**config.mk**
```make
export PLATFORM = sky130hd
export DESIGN_NAME = wb_arb2_ctrl
export DESIGN_NICKNAME = d
export VERILOG_FILES = /design/src/rtl/wb_arb2_ctrl.sv
export SDC_FILE = /design/constraint.sdc
export NUM_CORES = 1
export LEC_CHECK = 0
export CORE_AREA = 4 4 120 122
export CTS_BUF_LIST = sky130_fd_sc_hd__clkbuf_4
export CTS_CLUSTER_DIAMETER = 80
export CTS_CLUSTER_SIZE = 30
export DETAILED_ROUTE_END_ITERATION = 10
export DIE_AREA = 0 0 124 126
export DONT_BUFFER_PORTS = 1
export PLACE_DENSITY = 0.3
export SLEW_MARGIN = 5
export SYNTH_ARGS = -nofsm -noshare
export SYNTH_HDL_FRONTEND = slang
export SYNTH_SLANG_ARGS = --single-unit
```
**constraint.sdc**
```tcl
create_clock -name clk_i -period 1.6 [get_ports clk_i]
set_input_delay 0.32 -clock clk_i [delete_from_list [all_inputs] [get_ports clk_i]]
set_output_delay 0.32 -clock clk_i [all_outputs]
set_load 0.01 [all_outputs]
```
**src/rtl/wb_arb2_ctrl.sv**
```systemverilog
// Two-master Wishbone round-robin arbiter onto one shared slave port.
// Optional ack timeout with error strobe: define WB_ARB2_TIMEOUT_EN.
module wb_arb2_ctrl #(
  parameter int DW      = 32,
  parameter int AW      = 32,
  parameter int TIMEOUT = 255
) (
  input  logic              clk_i,
  input  logic              rst_i,
  input  logic [DW-1:0]     m0_dat_i,
  input  logic [DW-1:0]     m1_dat_i,
  output logic [DW-1:0]     m0_dat_o,
  output logic [DW-1:0]     m1_dat_o,
  input  logic [AW-1:0]     m0_adr_i,
  input  logic [AW-1:0]     m1_adr_i,
  input  logic [DW/8-1:0]   m0_sel_i,
  input  logic [DW/8-1:0]   m1_sel_i,
  input  logic              m0_we_i,
  input  logic              m1_we_i,
  input  logic              m0_stb_i,
  input  logic              m1_stb_i,
  output logic              m0_ack_o,
  output logic              m1_ack_o,
  output logic              m0_err_o,
  output logic              m1_err_o,
  output logic [DW-1:0]     s_dat_o,
  output logic [AW-1:0]     s_adr_o,
  output logic [DW/8-1:0]   s_sel_o,
  output logic              s_we_o,
  output logic              s_stb_o,
  input  logic [DW-1:0]     s_dat_i,
  input  logic              s_ack_i,
  output logic [1:0]        gnt_o
);

`ifdef WB_ARB2_TIMEOUT_EN
  typedef enum logic [1:0] {IDLE, GNT0, GNT1, ERR} state_t;
  localparam logic [7:0] TO_LAST = 8'(TIMEOUT - 1);
  logic [7:0] cnt;
`else
  typedef enum logic [1:0] {IDLE, GNT0, GNT1} state_t;
  logic [7:0] unused_timeout;
  assign unused_timeout = 8'(TIMEOUT);
`endif

  state_t state;
  logic   last_gnt;   // 1 = master 1 was served last
  logic   cur;
  logic   cur_stb;
  logic   g0;
  logic   g1;

  assign cur     = (state == GNT1);
  assign cur_stb = cur ? m1_stb_i : m0_stb_i;

  always_ff @(posedge clk_i) begin
    if (rst_i) begin
      state    <= IDLE;
      last_gnt <= 1'b1;
`ifdef WB_ARB2_TIMEOUT_EN
      cnt      <= '0;
`endif
    end else begin
      case (state)
        IDLE: begin
`ifdef WB_ARB2_TIMEOUT_EN
          cnt <= '0;
`endif
          if (m0_stb_i && (!m1_stb_i || last_gnt)) state <= GNT0;
          else if (m1_stb_i)                        state <= GNT1;
        end
        GNT0, GNT1: begin
          // an abandoned request does not count as service for round-robin
          if (!cur_stb) begin
            state <= IDLE;
          end else if (s_ack_i) begin
            last_gnt <= cur;
            state    <= IDLE;
          end
`ifdef WB_ARB2_TIMEOUT_EN
          else if (cnt == TO_LAST) begin
            last_gnt <= cur;
            state    <= ERR;
          end else begin
            cnt <= cnt + 8'd1;
          end
`endif
        end
`ifdef WB_ARB2_TIMEOUT_EN
        ERR:     state <= IDLE;
`endif
        default: state <= IDLE;
      endcase
    end
  end

  // outputs are held quiet for as long as reset is applied
  assign g0    = !rst_i && (state == GNT0);
  assign g1    = !rst_i && (state == GNT1);
  assign gnt_o = {g1, g0};

  always_comb begin
    s_adr_o  = '0;
    s_dat_o  = '0;
    s_sel_o  = '0;
    s_we_o   = 1'b0;
    s_stb_o  = 1'b0;
    m0_ack_o = 1'b0;
    m1_ack_o = 1'b0;
    m0_dat_o = '0;
    m1_dat_o = '0;
    if (g0) begin
      s_adr_o  = m0_adr_i;
      s_dat_o  = m0_dat_i;
      s_sel_o  = m0_sel_i;
      s_we_o   = m0_we_i;
      s_stb_o  = m0_stb_i;
      m0_ack_o = s_ack_i;
      m0_dat_o = s_dat_i;
    end else if (g1) begin
      s_adr_o  = m1_adr_i;
      s_dat_o  = m1_dat_i;
      s_sel_o  = m1_sel_i;
      s_we_o   = m1_we_i;
      s_stb_o  = m1_stb_i;
      m1_ack_o = s_ack_i;
      m1_dat_o = s_dat_i;
    end
  end

`ifdef WB_ARB2_TIMEOUT_EN
  // last_gnt already names the timed-out master while in ERR
  assign m0_err_o = !rst_i && (state == ERR) && !last_gnt;
  assign m1_err_o = !rst_i && (state == ERR) &&  last_gnt;
`else
  assign m0_err_o = 1'b0;
  assign m1_err_o = 1'b0;
`endif

endmodule

```
==> results of run 1 <==
[metrics by stage]
| step | instances | hold WS, ns | power, W | TNS [ns] | util |
|---|---|---|---|---|---|
| finish | 374 | 0.152 | 0.00108 | -38.61 | 0.220 |
| global route | 374 | 0.136 | 0.00115 | -49.25 | 0.220 |
| CTS | 371 | 0.142 | 0.00103 | -39.60 | 0.203 |
| detailed placement | 349 | 0.411 | 0.000558 | -3.61 | 0.124 |
| global placement | 349 | 0.421 | 0.000560 | -2.14 | 0.124 |
| floorplan | 193 | 0.391 | 0.000510 | 0 | - |
[state kept, by name (all words and copies together) (netlist names)]
| signal | cells |
|---|---|
| last_gnt | 1 |
| state | 2 |
[power by group through the flow]
stage	Clock, W	Sequential (W)	Combinational [W]
floorplan	0	0.0000939	0.000416
global placement	0	0.0000959	0.000464
detailed placement	0	0.0000959	0.000462
CTS	0.000155	0.0000942	0.000776
global route	0.000161	0.0000960	0.000891
finish	0.000147	0.0000943	0.000842
[path summary, 6_finish.rpt]
kind,from,to,slack [ns],cells past startpoint
max,state[0]$_SDFFE_PP0P_,s_dat_o[26],-0.31,7
min,rst_i,state[1]$_SDFFE_PP0P_,0.15,1
max reg2reg,state[0]$_SDFFE_PP0P_,state[1]$_SDFFE_PP0P_,0.09,6
min reg2reg,last_gnt$_SDFFE_PP1P_,last_gnt$_SDFFE_PP1P_,0.53,2
[layout by cell type (no fill, tap or decap), types with 2 or more instances in the layout]
master,instances
and2_1,26
and2_4,40
nor2b_4,3
ha_4,2
dfxtp_2,2
buf_4,4
buf_16,12
clkbuf_16,2
a22o_4,70
buf_6,2
inv_2,2
conb_1,2
ha_1,2
buf_12,8
clkbuf_4,4
[layout make-up]
| cell class | instances | area share |
|---|---|---|
| clock buffer | 4 | 0.0103 |
| inverter | 2 | 0.00258 |
| multi-input combinational | 161 | 0.686 |
| sequential | 3 | 0.0215 |
| timing repair buffer | 28 | 0.204 |
| tap | 176 | 0.0758 |
[kinds of logic (layout without fill, tap and decap cells)]
family	Yosys count	after routing	share of synthesized area
flip-flops	3	3	0.0398
AND/OR/NAND/NOR	75	75	0.315
AO/OA/AOI/OAI	79	79	0.451
other	1	2	0.00248
multiplexers	1	1	0.00663
adder cells (fa/ha/maj)	4	4	0.0331
buffers and inverters	29	34	0.152
[worst register-to-register path: cells and delay by family, from the launching register on]
kind / cells / cell delay, ns
mux: 1 / 0.18
compound gates: 1 / 0.28
flops: 1 / 0.32
simple gates: 1 / 0.23
fa+ha+maj: 1 / 0.23
buf+inv: 2 / 0.18
[layer usage]
metal / up-vias / routed length, um
met3: 4 / 863
met2: 154 / 5060
met1: 829 / 3680
li1: 727 / -
met5: - / 0
met4: 0 / 42
[timing repair]
item                                    4_1_cts  5_1_grt
pin swaps                                    14       13
buffers inserted                              7        0
endpoints found under the setup margin      138      138
gates resized for setup                     115       23
gates cloned                                 12        3
hold buffers                                  0        0
==> flow_summary.toml, run 1 <==
[synth]
yosysTopAreaCell = "a22o_1"
synth_most_common_cell = "a22o_1"
synth.avg_cell_area_um2 = 7.87
synth_edf_count = 0
ys_ff_latch = 3
async_flop_share = 0
synth.distinct_cells = 28
yosys_most_used_dff = "dfxtp_1"
synth_commonest_cells = "a22o_1, and2_1, buf_6"
yosysSeqAreaShare = 0.0398
post-synth-top-area-fraction = 0.406
syn_area_um2 = 1510
synth_area_leaders = "a22o_1, and2_1, buf_6"
netlist_instances = 192
yosys_warnings = 0

[cts]
clockBufferDepth = 2
cts-root-buf = "clkbuf_4"
clock_sinks = 3
cts_buffers = 3
clk_latency_ns = 0.23
path_clk_slew_ns = 0.04
cts_max_level = 1
tritoncts = "done"

[power_and_ir_drop]
combPwrFrac = 0.777
p_int_w = 0.000654
swShare = 0.396
ir_drop_mv = 0.302
leakage_nw = 1.31
seq_power_share = 0.087
power_frac_clock = 0.136
powerDensity_nw_per_um2 = 373
p_sw_w = 0.000428

[critical_path]
required_ns = 1.28
end_kind = "output pin"
worstPathBufferInverterCount = 3
cp_data_arrival_time_ns = 1.59
critPathKind = "reg2out"
critPathTopFamily = "simple AND/OR/NAND/NOR gates"
crit_path_top_delay_cell = "dfxtp_2"
cpMostUsedCell = "nor2b_4"
worstPathCellList = "inv_2 > ha_1 > nor2b_4 > nor2b_4 > buf_12 > buf_16 > a22o_4"
cp-start-kind = "flop"
worst-path-max-fanout = 8
slowest_delay_ns = 0.31

[detailed_routing]
dr.first_iter.drc_count = 68
num_vias = 1714
drcViolationCount = 0
wl_mm = 9.65
via_per_inst = 4.58
firstDrtPassIters = 4
wl_per_cell_um = 25.8
detail-route-antenna-nets = 0

[placed_design]
numPortBuffers = 0
placed_area_um2 = 1630
gp_congestion = 0.783
place_ws_ns = -0.127
dpl.hpwl_mm = 5.95

[layout]
nFillCells = 1414
fin_area_um2 = 2910
drive_gt1_frac = 0.783
area_growth_pct = 92.4
nets = 378
n_antenna_cell = 0
seq_area_um2 = 62.6
multi_input_area_um2 = 1990

[sta]
fmax_ghz = 0.522
rsz0062_at_grt = "true"
fin_ws_ns = -0.314
fin_crit_ns = 1.91
post-route-period-util = 1.20
hold_viol_final = 0
drv_slew = 0
clock_skew_ns = 0.000952
setup_viol = 137

[global_routing]
grt.busiest_layer = "met2"
grt_pass1_wl_mm = 12.2
groute.layer.met1.usage = 0.129
grt.total_usage = 0.103
grt_util_met3 = 0.0121
antenna_found_initial = 0
use_met2 = 0.194
grt_max_degree = 46
gr-total-overflow = 0
grt_pass1_vias = 1891

[floorplan]
io_pins = 315
dieWidth_um = 124
die_area_um2 = 15600
core_um2 = 13200
initial_core_util = 0.114
dieHeight_um = 126
std_cell_rows = 42

[flow_run]
maxCapViolations = 0

[run_status]
outcome = "complete, but fails checks"
failed_checks = "negative setup slack"

[worst_hold_path]
hp-class = "in2reg"
(Power assumes the default switching activity.)
==> run 2, diff against run 1 <==
CORE_AREA = 4 4 121 123   (was 4 4 120 122)
DIE_AREA = 0 0 125 127   (was 0 0 124 126)
==> flow_summary.toml, run 2 (synthesized netlist as in run 1, its figures left out) <==
[cts]
clockBufferDepth = 2
holdBufCountCts = 0
path_clk_slew_ns = 0.04
cts-root-buf = "clkbuf_4"
tritoncts = "done"
cts_max_level = 1
clk_latency_ns = 0.23
clock_sinks = 3
cts_buffers = 3

[critical_path]
cpMostUsedCell = "nor2b_4"
cp-start-kind = "flop"
end_kind = "output pin"
worstPathCellList = "inv_2 > ha_4 > nor2b_4 > nor2b_4 > buf_8 > buf_12 > a22o_1"
critPathKind = "reg2out"
worstPathBufferInverterCount = 3
required_ns = 1.28
critPathTopFamily = "buffers and inverters"
worst-path-max-fanout = 7
crit_path_top_delay_cell = "dfxtp_2"
slowest_delay_ns = 0.31
cp_data_arrival_time_ns = 1.59

[power_and_ir_drop]
powerDensity_nw_per_um2 = 387
swShare = 0.410
seq_power_share = 0.093
p_int_w = 0.000598
p_sw_w = 0.000415
ir_drop_mv = 0.164
power_frac_clock = 0.145
leakage_nw = 1.14
combPwrFrac = 0.761

[sta]
post-route-period-util = 1.19
fin_crit_ns = 1.91
setup_viol = 137
fin_ws_ns = -0.309
rsz0062_at_grt = "true"
drv_slew = 0
hold_viol_final = 0
clock_skew_ns = 0.00220
fmax_ghz = 0.524

[run_status]
outcome = "complete, but fails checks"
failed_checks = "negative setup slack"

[placed_design]
gp_congestion = 0.731
placed_area_um2 = 1640
numPortBuffers = 0

[layout]
final_common_cell = "a22o_4"
n_antenna_cell = 0
largest_register_ffs = 2
top_regs = "state (2), last_gnt (1)"
fin_area_um2 = 2620
top_register = "state"
nFillCells = 1511
area_growth_pct = 73.2
final_core_util = 0.191
seq_area_um2 = 65.1
drive_gt1_frac = 0.653
multi_input_area_um2 = 1780
layout.cells.most_common_list = "a22o_4, and2_4, and2_1"
nets = 379

[global_routing]
gr-total-overflow = 0
grt.total_usage = 0.0895
grt_pass1_wl_mm = 11.2
grt_max_degree = 55
antenna_found_initial = 0
grt_pass1_vias = 1717

[floorplan]
dieWidth_um = 125
std_cell_rows = 43
die_area_um2 = 15900
core_um2 = 13700
io_pins = 315
initial_core_util = 0.111
dieHeight_um = 127

[worst_hold_path]
hp-class = "in2reg"

[detailed_routing]
firstDrtPassIters = 4
num_vias = 1725
dr.first_iter.drc_count = 33
wl_per_cell_um = 25.5
via_per_inst = 4.55
drcViolationCount = 0
wl_mm = 9.66
detail-route-antenna-nets = 0

[flow_run]
maxCapViolations = 0
## run 2: changes by cell type in the layout (fill, tap and decap cells not counted), moves of 2 or more
cell,change
buf_12,-3
a22o_1,+22
and2_4,-4
buf_16,-8
a22o_4,-22
and2_1,+4
clkbuf_16,+4
buf_6,+2
buf_4,+3
buf_8,+3
## run 2: per-stage QoR
stage	power [W]	setup TNS (ns)	setup WS, ns	hold WS, ns	instances
6_report	0.00101	-36.17	-0.309	0.144	379
5_1_grt	0.00108	-50.37	-0.413	0.134	379
4_1_cts	0.000864	-38.86	-0.341	0.151	364
3_5_place_dp	0.000562	-4.55	-0.135	0.402	354
3_3_place_gp	0.000564	-1.19	-0.104	0.405	354
2_1_floorplan	0.000510	0	0.00337	0.391	193
## run 2: layer usage
metal | routed length [um] | vias to the layer above | GRT usage
met1 | 3560 | 822 | 0.101
li1 | - | 728 | -
met2 | 5150 | 169 | 0.173
met5 | 0 | - | 0
met4 | 59 | 0 | 0.0115
met3 | 882 | 6 | 0.0222
## run 2: worst paths after layout
path | slack (ns) | cells past startpoint | start | endpoint
hold reg to reg | 0.52 | 2 | last_gnt$_SDFFE_PP1P_ | last_gnt$_SDFFE_PP1P_
setup reg to reg | 0 | 7 | state[0]$_SDFFE_PP0P_ | state[1]$_SDFFE_PP0P_
hold / removal | 0.14 | 1 | rst_i | state[1]$_SDFFE_PP0P_
setup / recovery | -0.31 | 7 | state[0]$_SDFFE_PP0P_ | s_adr_o[29]
## run 2: power by group through the flow
stage	Sequential [W]	Combinational [W]	Clock, W
finish	0.0000946	0.000771	0.000147
global route	0.0000962	0.000821	0.000163
CTS	0.0000941	0.000614	0.000156
detailed placement	0.0000953	0.000467	0
global placement	0.0000954	0.000469	0
floorplan	0.0000939	0.000416	0
## run 2: layout make-up
cell class              instances  share of cell area
multi-input cells             161               0.682
repair buffers                 29               0.192
well taps                     180              0.0861
flip-flops and latches          3              0.0249
clock buffers                   4              0.0115
inverters                       2             0.00287
## run 2: timing repair
action                     4_1_cts  5_1_grt
pin swaps                        2        1
gates cloned                     4       10
setup buffers                    2        5
resized for setup               58       47
setup endpoints to repair      137      138
==> run 3, diff against run 2 <==
clock period = 1.8 ns   (was 1.6 ns; I/O delays follow)
==> flow_summary.toml, run 3 (synthesized netlist as in run 1, its figures left out) <==
[run_status]
outcome = "complete, but fails checks"
failed_checks = "negative setup slack"

[critical_path]
r2r-end = "state[1]$_SDFFE_PP0P_"
worstPathCellList = "inv_1 > ha_4 > nor2b_4 > buf_12 > clkbuf_16 > a22o_4"
required_ns = 1.44
slowest_delay_ns = 0.36
worstPathBufferInverterCount = 3
critPathTopFamily = "buffers and inverters"
crit_start = "state[1]$_SDFFE_PP0P_"
reg2reg_setup_slack_ns = 0.07
cp_data_arrival_time_ns = 1.61
cp-start-kind = "flop"
crit_path_top_delay_cell = "dfxtp_4"
worst-path-max-fanout = 14
rr_worst_depth = 8
critPathKind = "reg2out"
end_kind = "output pin"
rr_startpoint = "state[0]$_SDFFE_PP0P_"

[cts]
holdBufCountCts = 0
tritoncts = "done"
clk_latency_ns = 0.24
cts-root-buf = "clkbuf_4"
cts_max_level = 1
clock_sinks = 3
path_clk_slew_ns = 0.04
cts_buffers = 3
clockBufferDepth = 2

[detailed_routing]
detail-route-antenna-nets = 0
dr.first_iter.drc_count = 55
wl_mm = 10.2
via_per_inst = 4.57
num_vias = 1768
wl_per_cell_um = 26.4
firstDrtPassIters = 4
drcViolationCount = 0

[global_routing]
grt_pass1_vias = 1738
antenna_found_initial = 0
gr-total-overflow = 0
grt.total_usage = 0.0857
grt_pass1_wl_mm = 10.7
grt_max_degree = 46

[layout]
layout.cells.most_common_list = "and2_4, a22o_4, buf_16, clkbuf_16, buf_4"
top_register = "state"
largest_register_ffs = 2
area_growth_pct = 102
nets = 387
top_regs = "state (2), last_gnt (1)"
final_common_cell = "and2_4"
drive_gt1_frac = 0.879
n_antenna_cell = 0

[sta]
drv_slew = 0
fin_tns_setup_ns = -17.38
whs_ns = 0.193
clock_skew_ns = 0.00469
fin_ws_ns = -0.171
fmax_ghz = 0.507
post-route-period-util = 1.09
setup_viol = 137
fin_crit_ns = 1.97
rsz0062_at_grt = "true"
hold_viol_final = 0

[power_and_ir_drop]
leakage_nw = 1.37
ir_drop_mv = 0.266
powerDensity_nw_per_um2 = 335

[floorplan]
initial_core_util = 0.111
dieHeight_um = 127
dieWidth_um = 125
io_pins = 315
std_cell_rows = 43
die_area_um2 = 15900
core_um2 = 13700

[worst_hold_path]
hold_start = "rst_i"
hp-class = "in2reg"
holdPathStages = 1
hold_end = "state[1]$_SDFFE_PP0P_"

[placed_design]
dpl.hpwl_mm = 5.68
numPortBuffers = 0
gp_congestion = 0.744

[flow_run]
maxCapViolations = 0
## run 3: power by group
group	internal, W	total (W)	leakage (nW)	switching [W]
clock	0.0000983	0.000136	0.0184	0.0000375
combinational	0.000448	0.000803	1.32	0.000355
sequential	0.0000768	0.0000838	0.0258	0.00000708
## run 3: through the flow
stage	instances	utilization	worst slack, ns	power (W)	cell area [um^2]
after floorplan	193	-	0.0706	0.000451	1510
after global placement	354	0.120	0.0851	0.000490	1630
after detailed placement	354	0.120	0.0750	0.000486	1630
after CTS	373	0.162	-0.162	0.000814	2210
after global routing	387	0.224	-0.250	0.00108	3060
final	387	0.224	-0.171	0.00102	3060
## run 3: cell type report
cell class	count	area, um^2
tap	180	225
inverter	2	7.51
multi-input combinational	161	2010
timing repair buffer	37	721
sequential	3	65.1
clock buffer	4	30.0
fill	1477	10600
## run 3: how the worst max path moves through the flow
| stage | end | cells after the start |
|---|---|---|
| after floorplan | s_adr_o[26] | 7 |
| after global placement | s_adr_o[0] | 6 |
| after detailed placement | s_adr_o[0] | 6 |
| after CTS | s_adr_o[12] | 7 |
| after global routing | m1_dat_o[0] | 7 |
| final | s_adr_o[0] | 6 |
## run 3: metal layers
layer / wire [um] / vias up / track usage
met5: 0 / - / 0
met3: 1030 / 6 / 0.0255
met1: 3560 / 840 / 0.0917
met2: 5480 / 176 / 0.165
li1: - / 746 / -
met4: 148 / 0 / 0.0198
## run 3: timing repair
| action | 4_1_cts | 5_1_grt |
|---|---|---|
| pin swaps | 7 | 23 |
| gates cloned | 7 | 13 |
| gates resized for setup | 72 | 91 |
| buffers inserted | 8 | 1 |
| endpoints found under the setup margin | 137 | 137 |
